### config.mk
export PLATFORM = sky130hd
export DESIGN_NAME = pipemdu_flat
export DESIGN_NICKNAME = d
export VERILOG_FILES = /design/src/rtl/pipemdu_if.sv /design/src/rtl/pipemdu.sv /design/src/flat_wrapper.sv
export SDC_FILE = /design/constraint.sdc
export NUM_CORES = 1
export LEC_CHECK = 0
export BUFFER_PORTS_ARGS = -buffer_cell sky130_fd_sc_hd__buf_2
export CAP_MARGIN = 20
export CORE_ASPECT_RATIO = 1.2
export CORE_MARGIN = 3
export CORE_UTILIZATION = 50
export DETAILED_ROUTE_END_ITERATION = 10
export PLACE_DENSITY = 0.81
export SETUP_SLACK_MARGIN = 0.02
export SLEW_MARGIN = 15
export SYNTH_ARGS = -nofsm -noshare
export SYNTH_HDL_FRONTEND = slang
export SYNTH_SLANG_ARGS = --single-unit
export TNS_END_PERCENT = 10
### constraint.sdc
create_clock -name clock -period 4.5 [get_ports clock]
set_clock_uncertainty 0.2 [all_clocks]
set_input_delay 0.225 -clock clock [delete_from_list [all_inputs] [get_ports clock]]
set_output_delay 0.225 -clock clock [all_outputs]
set_load 0.02 [all_outputs]
### src/rtl/pipemdu_if.sv
// Issue/result bundle between the EXE stage and the multiply/divide unit.
// The EXE stage drives operations; the unit returns busy/done and HI/LO.
interface pipemdu_if;
    logic        start;
    logic [2:0]  op;
    logic [31:0] a;
    logic [31:0] b;
    logic        busy;
    logic        done;
    logic [31:0] hi;
    logic [31:0] lo;

    modport master (
        output start, op, a, b,
        input  busy, done, hi, lo
    );

    modport slave (
        input  start, op, a, b,
        output busy, done, hi, lo
    );
endinterface

### src/rtl/pipemdu.sv
// Iterative 32-bit multiply/divide unit with HI/LO registers.
// Shift-add multiply and restoring divide, one bit per cycle.
module pipemdu (
    input  logic     clock,
    input  logic     resetn,
    pipemdu_if.slave mdu
);
    typedef enum logic [1:0] {IDLE, CALC, FIX} state_e;

    state_e      state_q;
    logic [5:0]  cnt_q;
    logic [63:0] acc_q;
    logic [31:0] opnd_q;
    logic        is_div_q;
    logic        neg_q;
    logic        rneg_q;
    logic        dz_q;
    logic        busy_q;
    logic        done_q;
    logic [31:0] hi_q;
    logic [31:0] lo_q;

    logic        sgn;
    logic        a_neg;
    logic        b_neg;
    logic [31:0] a_abs;
    logic [31:0] b_abs;
    logic        calc_op;
    logic        mthi_op;
    logic        mtlo_op;

    assign sgn     = ~mdu.op[0];
    assign a_neg   = sgn & mdu.a[31];
    assign b_neg   = sgn & mdu.b[31];
    assign a_abs   = a_neg ? -mdu.a : mdu.a;
    assign b_abs   = b_neg ? -mdu.b : mdu.b;
    assign calc_op = ~mdu.op[2];
    assign mthi_op = mdu.op == 3'b100;
    assign mtlo_op = mdu.op == 3'b101;

    // Multiply step: acc holds {partial product, remaining multiplier}
    logic [32:0] msum_d;
    logic [63:0] mul_d;
    assign msum_d = {1'b0, acc_q[63:32]}
                  + (acc_q[0] ? {1'b0, opnd_q} : 33'd0);
    assign mul_d  = {msum_d, acc_q[31:1]};

    // Divide step: acc holds {partial remainder, dividend/quotient}
    logic [32:0] dshift_d;
    logic [32:0] dtrial_d;
    logic [63:0] div_d;
    assign dshift_d = {acc_q[63:32], acc_q[31]};
    assign dtrial_d = dshift_d - {1'b0, opnd_q};
    assign div_d    = dtrial_d[32]
                    ? {dshift_d[31:0], acc_q[30:0], 1'b0}
                    : {dtrial_d[31:0], acc_q[30:0], 1'b1};

    logic [63:0] prod_fix;
    logic [31:0] quo_fix;
    logic [31:0] rem_fix;
    assign prod_fix = neg_q ? -acc_q : acc_q;
    assign quo_fix  = neg_q ? -acc_q[31:0] : acc_q[31:0];
    assign rem_fix  = rneg_q ? -acc_q[63:32] : acc_q[63:32];

    always_ff @(posedge clock or negedge resetn) begin
        if (!resetn) begin
            state_q  <= IDLE;
            cnt_q    <= 6'd0;
            acc_q    <= 64'd0;
            opnd_q   <= 32'd0;
            is_div_q <= 1'b0;
            neg_q    <= 1'b0;
            rneg_q   <= 1'b0;
            dz_q     <= 1'b0;
            busy_q   <= 1'b0;
            done_q   <= 1'b0;
            hi_q     <= 32'd0;
            lo_q     <= 32'd0;
        end else begin
            done_q <= 1'b0;
            unique case (state_q)
                IDLE: begin
                    if (mdu.start) begin
                        unique case (1'b1)
                            calc_op: begin
                                acc_q    <= {32'd0, mdu.op[1] ? a_abs : b_abs};
                                opnd_q   <= mdu.op[1] ? b_abs : a_abs;
                                is_div_q <= mdu.op[1];
                                neg_q    <= a_neg ^ b_neg;
                                rneg_q   <= a_neg;
                                dz_q     <= mdu.b == 32'd0;
                                cnt_q    <= 6'd0;
                                busy_q   <= 1'b1;
                                state_q  <= CALC;
                            end
                            mthi_op: hi_q <= mdu.a;
                            mtlo_op: lo_q <= mdu.a;
                            default: ;
                        endcase
                    end
                end
                CALC: begin
                    acc_q <= is_div_q ? div_d : mul_d;
                    cnt_q <= cnt_q + 6'd1;
                    if (cnt_q == 6'd31) state_q <= FIX;
                end
                FIX: begin
                    if (is_div_q) begin
                        lo_q <= dz_q ? 32'hFFFF_FFFF : quo_fix;
                        hi_q <= rem_fix;
                    end else begin
                        hi_q <= prod_fix[63:32];
                        lo_q <= prod_fix[31:0];
                    end
                    busy_q  <= 1'b0;
                    done_q  <= 1'b1;
                    state_q <= IDLE;
                end
                default: state_q <= IDLE;
            endcase
        end
    end

    assign mdu.busy = busy_q;
    assign mdu.done = done_q;
    assign mdu.hi   = hi_q;
    assign mdu.lo   = lo_q;
endmodule

### src/flat_wrapper.sv
// flat-port wrapper written by rule: the top's interface ports become plain ports
module pipemdu_flat 
  (clock, resetn, mdu_start, mdu_op, mdu_a, mdu_b, mdu_busy, mdu_done, mdu_hi, mdu_lo);
  pipemdu_if mdu_i ();
  input  logic clock;
  input  logic resetn;
  input wire logic [$bits(mdu_i.start)-1:0] mdu_start;
  input wire logic [$bits(mdu_i.op)-1:0] mdu_op;
  input wire logic [$bits(mdu_i.a)-1:0] mdu_a;
  input wire logic [$bits(mdu_i.b)-1:0] mdu_b;
  output wire logic [$bits(mdu_i.busy)-1:0] mdu_busy;
  output wire logic [$bits(mdu_i.done)-1:0] mdu_done;
  output wire logic [$bits(mdu_i.hi)-1:0] mdu_hi;
  output wire logic [$bits(mdu_i.lo)-1:0] mdu_lo;
  assign mdu_i.start = mdu_start;
  assign mdu_i.op = mdu_op;
  assign mdu_i.a = mdu_a;
  assign mdu_i.b = mdu_b;
  assign mdu_busy = mdu_i.busy;
  assign mdu_done = mdu_i.done;
  assign mdu_hi = mdu_i.hi;
  assign mdu_lo = mdu_i.lo;
  pipemdu u_core (.clock(clock), .resetn(resetn), .mdu(mdu_i));
endmodule
==> results of run 1 <==
## placed cells by master (no fill, tap or decap), types with 13 or more instances in the layout
| master | instances |
|---|---|
| sky130_fd_sc_hd__nand2_1 | 213 |
| sky130_fd_sc_hd__nor2_1 | 155 |
| sky130_fd_sc_hd__o21ai_0 | 191 |
| sky130_fd_sc_hd__buf_2 | 134 |
| sky130_fd_sc_hd__mux2i_1 | 50 |
| sky130_fd_sc_hd__nand3_1 | 42 |
| sky130_fd_sc_hd__and2_1 | 13 |
| sky130_fd_sc_hd__or4_1 | 15 |
| sky130_fd_sc_hd__nand2b_1 | 18 |
| sky130_fd_sc_hd__or3_1 | 30 |
| sky130_fd_sc_hd__o211ai_1 | 31 |
| sky130_fd_sc_hd__a211oi_1 | 42 |
| sky130_fd_sc_hd__xnor2_1 | 114 |
| sky130_fd_sc_hd__o31ai_1 | 27 |
| sky130_fd_sc_hd__nor2b_1 | 15 |
| sky130_fd_sc_hd__buf_4 | 38 |
| sky130_fd_sc_hd__nor3_1 | 41 |
| sky130_fd_sc_hd__a21oi_1 | 171 |
| sky130_fd_sc_hd__dfrtp_1 | 173 |
| sky130_fd_sc_hd__ha_1 | 69 |
| sky130_fd_sc_hd__clkbuf_16 | 17 |
| sky130_fd_sc_hd__a21o_1 | 29 |
| sky130_fd_sc_hd__a31oi_1 | 24 |
| sky130_fd_sc_hd__o22ai_1 | 40 |
| sky130_fd_sc_hd__nor4_1 | 13 |
| sky130_fd_sc_hd__xor2_1 | 53 |
| sky130_fd_sc_hd__dlygate4sd3_1 | 21 |
| sky130_fd_sc_hd__inv_1 | 62 |
| sky130_fd_sc_hd__a22oi_1 | 24 |
## per-layer routing
metal / vias to the layer above / wire length (um) / global-route usage (%)
li1: 7296 / - / -
met1: 7613 / 21000 / 43.50
met2: 1054 / 25990 / 56.04
met3: 318 / 5966 / 7.063
met4: 4 / 5805 / 27.41
met5: - / 27 / 0
## timing repair
item	in CTS	in global routing
hold buffers	21	0
buffers inserted	0	0
endpoints found under the hold margin	125	0
## cell families after synthesis
group | share of synthesized area, %
AO/OA/AOI/OAI | 27.74
AND/OR/NAND/NOR | 19.43
multiplexers | 3.530
flip-flops | 28.77
XOR/XNOR | 9.664
adder cells (fa/ha/maj) | 5.969
buffers and inverters | 4.894
## power groups by stage
stage          sequential (mW)  combinational (mW)  clock (mW)
5_1_grt                   3.35                10.4        1.62
2_1_floorplan             3.16                6.58           0
4_1_cts                   3.23                9.31        1.55
6_report                  3.29                9.55        1.55
3_3_place_gp              3.22                9.12           0
3_5_place_dp              3.25                9.25           0
## through the flow
| stage | power [mW] | area [um^2] | setup WS, ns | util [%] | cells |
|---|---|---|---|---|---|
| 4_1_cts | 14.09 | 16910 | 0.4777 | 56.95 | 2437 |
| 5_1_grt | 15.33 | 16940 | 0.1558 | 57.04 | 2438 |
| 3_3_place_gp | 12.34 | 16110 | 0.6211 | 54.26 | 2384 |
| 3_5_place_dp | 12.50 | 16110 | 0.5072 | 54.26 | 2384 |
| 2_1_floorplan | 9.738 | 15130 | 0.9353 | - | 1944 |
| 6_report | 14.39 | 16940 | 0.3331 | 57.05 | 2439 |
## worst register-to-register path: stages (launching register included)
cell and delay, ns:
sky130_fd_sc_hd__dfrtp_1 0.50, sky130_fd_sc_hd__inv_1 0.08, sky130_fd_sc_hd__ha_1 0.21, sky130_fd_sc_hd__fa_1 0.39, sky130_fd_sc_hd__nand2b_1 0.20, sky130_fd_sc_hd__a21o_1 0.20, sky130_fd_sc_hd__a21oi_1 0.24, sky130_fd_sc_hd__o31ai_1 0.13
sky130_fd_sc_hd__a2111oi_2 0.60, sky130_fd_sc_hd__o31ai_1 0.26, sky130_fd_sc_hd__nand2_1 0.53, sky130_fd_sc_hd__o211ai_1 0.20, sky130_fd_sc_hd__a32o_1 0.31
## cell usage after synthesis (all sizes together), types with 13 or more instances
master,count
o21ai,193
a21o,29
ha,69
nor3,42
dfrtp,174
a22oi,24
o211ai,31
and2,13
or4,17
or3,33
a211oi,42
mux2i,50
nor2,157
o31ai,27
xnor2,114
a21oi,171
buf,22
xor2,53
nand2,213
nand2b,18
nor4,16
clkbuf,100
a31oi,24
nand3,42
o22ai,40
inv,64
nor2b,16
## final timing paths
kind / from / to / slack (ns) / depth (start not counted)
setup / recovery: u_core.acc_q[31] / u_core.acc_q[36] / 0.33 / 12
hold / removal: mdu_a[9] / u_core.mdu.lo[9] / 0.05 / 3
setup reg to reg: u_core.acc_q[31] / u_core.acc_q[36] / 0.33 / 12
hold reg to reg: u_core.mdu.lo[9] / u_core.mdu.lo[9] / 0.28 / 2
max in group asynchronous: resetn / u_core.acc_q[37] / 3.03 / 3
min in group asynchronous: resetn / u_core.mdu.lo[7] / 0.10 / 2
## final cells by class
| cell class | count | area, um^2 |
|---|---|---|
| Tap cell | 390 | 488.0 |
| Sequential cell | 174 | 4355 |
| Clock buffer | 19 | 432.9 |
| Clock inverter | 13 | 157.7 |
| Multi-Input combinational cell | 1583 | 10060 |
| Fill cell | 2714 | 12750 |
| Inverter | 64 | 240.2 |
| Antenna cell | 1 | 2.502 |
| Timing Repair Buffer | 195 | 1205 |
## flip-flops by register name (all words and copies together) (netlist names), 2 cells and up
signal and count:
u_core.acc_q 64, u_core.state_q 2, u_core.opnd_q 32, u_core.mdu.lo 32, u_core.mdu.hi 32, u_core.cnt_q 6
==> results summary, run 1 <==
Adding up every negative setup slack in the final design gives 0 ns. The worst pin sits at a relative slew slack of 26.20%. The die is 196.6 um tall. After detailed routing, the average wire length per cell comes to 24.10 um. The total power density per cell area is 849.1 mW/mm^2. The worst setup path is captured at a flop. The slowest stage of the critical path belongs to the cell sky130_fd_sc_hd__a2111oi_2.

The count of pins over their slew limit is 0. The number of antenna violations at the first check in global routing is 2. The initial utilization of the core area, before any placement, comes to 50.96%. The fraction of registers with async set or reset after synthesis came out at 100.0%. The flow ran to the end, and the final reports show no timing, DRC or antenna violations.

The count of synthesis-stage warnings from yosys is 0. The remaining routing DRC violations came out at 0. Per report_power, the combinational group accounts for 66.4% of the total. Sorting the synthesized cells by area gives the leading types as sky130_fd_sc_hd__dfrtp_1 (29%), sky130_fd_sc_hd__xnor2_1 (6.6%), sky130_fd_sc_hd__o21ai_0 (6.3%).

The clock network latency to the later pin of the worst-skew pair came out at 0.45 ns. The number of distinct library cells after synthesis is 79. The critical path data arrival time came out at 4.30 ns.

The required time at the worst-slack endpoint came out at 4.64 ns. The global-route wire length before repair came out at 89,480 um. The worst setup path is launched from a flop. The critical path's most frequent cell is sky130_fd_sc_hd__o31ai_1. Hold is met by 0.04921 ns.

The number of buffers on the longest clock path is 2. The HPWL reported at the end of detailed placement came out at 44,220 um. The number of cell rows is 69. The count of flip-flops with a built-in enable after synthesis is 0. The average size of a mapped cell is 7.785 um^2.

The number of global-route vias before repair came out at 15,330. Net switching is 52.42% of the power. Summing over every cut layer, the via total after detailed routing is 16,290.

Across the run, the number of max-cap violations was 0. Sequential cells burn 22.9% of the power. On the critical path the largest part of the delay comes from compound AO/OA/AOI/OAI gates. The share of cells above drive strength 1 is 11.62%. The count of port buffers added during placement is 135.

Measured along the x axis, the die boundary spans 164.8 um. The number of nets in the synthesized netlist is 2,085. After technology mapping, the gate count stands at 1,944. The internal power contribution is 6.845 mW. The part of the Yosys area used for sequential elements is 28.77%. CTS built an H-tree with a depth of 4.

At the pin with the least slew margin, the transition time is 1.103 ns. The highest achievable clock rate came out at 0.2400 GHz. The via density per instance is 6.677. The critical path buffer and inverter count is 1. The critical path goes through inv_1, ha_1, fa_1, nand2b_1, a21o_1, a21oi_1, o31ai_1, a2111oi_2, o31ai_1, nand2_1, o211ai_1, a32o_1. The initial detailed-routing violation count came out at 2,192. The highest net fanout along the worst path is 14. After synthesis the netlist holds a flip-flop and latch count of 174.

The core region is 0.02970 mm^2. Summed over all layers, the global routing overflow is 0. The net count reported at finish came out at 2,176. The antenna violation net count after detailed routing came out at 0.

Gates resized during post-CTS repair numbered 0. The number of primary I/O pins came out at 136. The number of iterations in the first detailed-routing pass is 6.

The number of hold-slack violations in the final timing report came out at 0. The type of the worst setup path is flop to flop. The cell taking the most area after synthesis is sky130_fd_sc_hd__dfrtp_1.

Buffers inserted during clock tree synthesis total 17. The final period demand of the worst path came out at 4.167 ns. The worst vdd rail ir drop is 0.0003730 V. The number of clock sinks is 174. The die area is 0.03240 mm^2. The pin count of the biggest net entering global routing came out at 109. Summed over its instances, the top area cell type makes up 28.77% of the synthesized netlist area. The total standard cell area after synthesis came out at 0.01513 mm^2. The switching power is 7.542 mW. The final clock period utilization by the worst path is 92.60%.

The clock network burns 10.7% of the power. TritonCTS built the clock tree. For this block, the routed nets add up to 58,780 um of wire.

Clock tree synthesis selected as its root buffer the cell sky130_fd_sc_hd__clkbuf_16. After clock tree synthesis, the clock-pin slew on the worst setup and hold paths is 0.07 ns. The global-route total usage across every layer came out at 35.95%. The post-synthesis to final-layout area growth is 11.95%.

The global placer's final weighted congestion is 1.016. The worst stage delay on the critical path came out at 0.60 ns. The class of the worst hold path is input pin to flop. Among all flip-flop cells after synthesis, the most frequent one is sky130_fd_sc_hd__dfrtp_1. The static leakage power is 7.223 nW. Setup violations remaining at the end of the flow were counted as 0.

Setup repair after global routing left no endpoint under its margin.
No activity file was read; power rests on OpenSTA's default activity.
==> run 2: changes to the inputs <==
==> constraint.sdc (replaced) <==
create_clock -name clock -period 4.8 [get_ports clock]
set_clock_uncertainty 0.2 [all_clocks]
set_input_delay 0.24 -clock clock [delete_from_list [all_inputs] [get_ports clock]]
set_output_delay 0.24 -clock clock [all_outputs]
set_load 0.02 [all_outputs]
==> run 2 against run 1 <==
Compared with the run above: largest power group unchanged; largest cell class unchanged; sequential power fell by 6.4%; critical endpoint is now u_core.acc_q[49]; power decreased by 6.1%; non-clock buffer count shrank 1; first-iteration DRC count decreased by 18%.
==> results summary, run 2 (same netlist as run 1, synthesis figures left out) <==
The net count reported at finish is 2,175 (-0.046%). The die span in x is 164.8 um (unchanged). The worst register-to-register path begins at u_core.acc_q[31]. Among all stages on the critical path, the largest delay is contributed by sky130_fd_sc_hd__a2111oi_2. The final cell count without fillers came out at 2,436 (-0.12%). The count of port buffers added during placement was 135 (unchanged). The share of cells above drive strength 1 was 11.73% (+0.11 points). The number of clock sinks is 174 (unchanged). The post-cts resize count is 0 (unchanged). The clock network latency to the later pin of the worst-skew pair came out at 0.47 ns (+0.02 ns). The kind of end point of the critical path is a flop. The number of cell rows is 69 (unchanged). The initial core utilization is 50.96% (unchanged). The worst register-to-register path ends at u_core.acc_q[49].

The end of the worst hold path is u_core.mdu.hi[15]. The number of placed cells counting well taps is 2,385 (+0.042%). TritonCTS built the clock tree. The top cell family by delay on the critical path is compound AO/OA/AOI/OAI gates. The global routing stage identified its most utilized layer as met2. The initial detailed-routing violation count is 1,793 (-18%). The critical path data arrival time is 4.23 ns (-0.07 ns). The total routed wirelength came to 59,340 um (+0.95%). The required time at the worst-slack endpoint is 4.91 ns (+0.27 ns). In the layout the commonest cells are sky130_fd_sc_hd__nand2_1 (213), sky130_fd_sc_hd__o21ai_0 (191), sky130_fd_sc_hd__dfrtp_1 (173).

The clock buffer count from CTS came out at 17 (unchanged). The wire length per cell after detailed routing came to 24.36 um (+1.1%). The highest achievable clock rate was 0.2428 GHz (+1.2%). The remaining routing DRC violations is 0 (unchanged).

The setup slack of the worst register-to-register path is 0.68 ns (+0.35 ns). The total congestion overflow after global routing came to 0 (unchanged). The die area came to 0.03240 mm^2 (unchanged). The worst setup path is launched from a flop.

The area of the core is 0.02970 mm^2 (unchanged). The worst stage delay on the critical path came to 0.58 ns (-0.02 ns). The critical path buffer and inverter count is 2 (+1). The accumulated negative setup slack is 0 ns (unchanged). The number of antenna diodes is 0 (-1). The number of flip-flops in the largest register came out at 64 (unchanged). The worst-case headroom to the max-slew limit came out at 26.05% (-0.15 points). Walking the worst path, the cells encountered are inv_1, ha_1, fa_1, nand2b_1, a21o_1, a21oi_1, o31ai_1, a2111oi_2, nor4_2, nor2_2, buf_4, mux2i_1, o221ai_1. The worst reg2reg path depth is 13 (+1).

The final period demand of the worst path came out at 4.119 ns (-0.04813 ns). The number of antenna violations at the first check in global routing is 1 (-1). The number of buffers on the longest clock path came to 2 (unchanged). The number of hold-slack violations in the final timing report came out at 0 (unchanged).

The global-route track usage on met2 was 56.16% (+0.12 points). The register ranked first by flip-flop count is u_core.acc_q. The static leakage power is 7.207 nW (-0.21%). The antenna violation net count after detailed routing is 0 (unchanged).

The highest net fanout along the worst path is 17 (+3). The global-route wire length before repair is 89,200 um (-0.31%). The final instance area came out at 0.01689 mm^2 (-0.33%). The post-place instance area came out at 0.01612 mm^2 (about the same). The global-route total usage across every layer came out at 36.07% (+0.13 points). The count of pins over their slew limit is 0 (unchanged). The worst slack at placement came out at 0.7342 ns (+0.2270 ns). The pin count of the biggest net entering global routing came to 105 (-3.7%).

The level count of the clock H-tree came out at 4 (unchanged). The count of maximum capacitance violations came out at 0 (unchanged). The via density per instance is 6.630 (-0.70%). Setup repair after global routing left no endpoint under its margin. The number of failing setup endpoints in the final timing report is 0 (unchanged). The number of iterations in the first detailed-routing pass came out at 7 (+1).

The number of vias in the routed layout is 16,150 (-0.82%). The tightest min-delay check is of the input pin to flop type. The instance count along the most critical hold path came out at 3 (unchanged). The startpoint identified for the worst hold timing path is mdu_a[15]. From synthesis to final layout, the design area changed by 11.58%. The clock slew at the register clock pins of the worst setup and hold paths came out at 0.08 ns (about the same). The library cell used most frequently in the layout, excluding fill and tap cells, is sky130_fd_sc_hd__nand2_1. The routing usage on met3 is 5.991% (-1.1 points). In this run the clock root is driven by a sky130_fd_sc_hd__clkbuf_16.

The total power density per cell area came out at 800.4 mW/mm^2 (-5.7%). The minimum setup slack in the final design is 0.6812 ns (+0.3481 ns). The final clock period utilization by the worst path came out at 85.81% (-6.8 points). The number of global-route vias before repair is 15,380 (+0.32%).

The critical path is of the flop to flop type. The actual slew at the worst max-slew pin came to 1.109 ns (+0.006320 ns). The die extent in y is 196.6 um (unchanged). The run finished with clean final reports. The number of primary I/O pins came out at 136 (unchanged). The met1 routing resource usage after global routing is 43.84% (+0.34 points).

The HPWL reported at the end of detailed placement is 45,670 um (+3.3%). The worst vdd rail ir drop came out at 0.0004965 V (+33%). The global placer's final weighted congestion came out at 1.024 (+0.75%).

The end-of-flow core utilization came out at 56.86% (-0.19 points).
run 2: changes by cell type in the layout (fill, tap and decap cells not counted), sizes merged:
cell,previous run,this run
inv,68,72
bufinv,2,0
clkbuf,19,18
clkinv,4,3
clkinvlp,3,2
diode,1,0
dlygate4sd3,21,20
run 2: repair_timing:
action | 4_1_cts | 5_1_grt
endpoints found under the hold margin | 99 | 0
hold buffers | 20 | 0
setup buffers | 0 | 0
run 2: final cells by class:
| type | instances | area [um^2] |
|---|---|---|
| clock inverters | 13 | 125.1 |
| inverters | 64 | 240.2 |
| flip-flops and latches | 174 | 4355 |
| well taps | 390 | 488.0 |
| multi-input cells | 1583 | 10060 |
| clock buffers | 18 | 439.2 |
| repair buffers | 194 | 1175 |
| fillers | 2796 | 12810 |
run 2: worst reg2reg max path, delay by kind of cell (launching register included):
family / cells / cell delay [ns]
compound gates: 5 / 1.28
fa+ha+maj: 2 / 0.60
buf+inv: 2 / 0.44
flops: 1 / 0.51
mux: 1 / 0.23
simple gates: 3 / 0.72
run 2: worst max path at each step:
stage	startpoint	endpoint	depth (start not counted)
after detailed placement	u_core.acc_q[31]	u_core.acc_q[49]	13
after floorplan	u_core.acc_q[31]	u_core.acc_q[48]	13
final	u_core.acc_q[31]	u_core.acc_q[49]	13
after global placement	u_core.acc_q[31]	u_core.acc_q[49]	13
after CTS	u_core.acc_q[31]	u_core.acc_q[49]	13
after global routing	u_core.acc_q[36]	u_core.acc_q[62]	10
run 2: layer usage:
layer | routed length, um | part of all wire (%)
met1 | 22090 | 37
met2 | 26360 | 44
met3 | 5051 | 8.5
met4 | 5843 | 9.8
met5 | 0 | 0
run 2: through the flow:
stage / power [mW] / hold slack [ns]
after floorplan: 9.129 / -0.2556
after global placement: 11.70 / 0.1353
after detailed placement: 11.85 / 0.1420
after CTS: 13.28 / 0.005219
after global routing: 14.34 / 0.01302
final: 13.52 / 0.01815
run 2: where the power goes:
part / switching, mW / internal, mW
logic: 5.56 / 3.47
registers: 0.924 / 2.16
clock network: 0.701 / 0.698
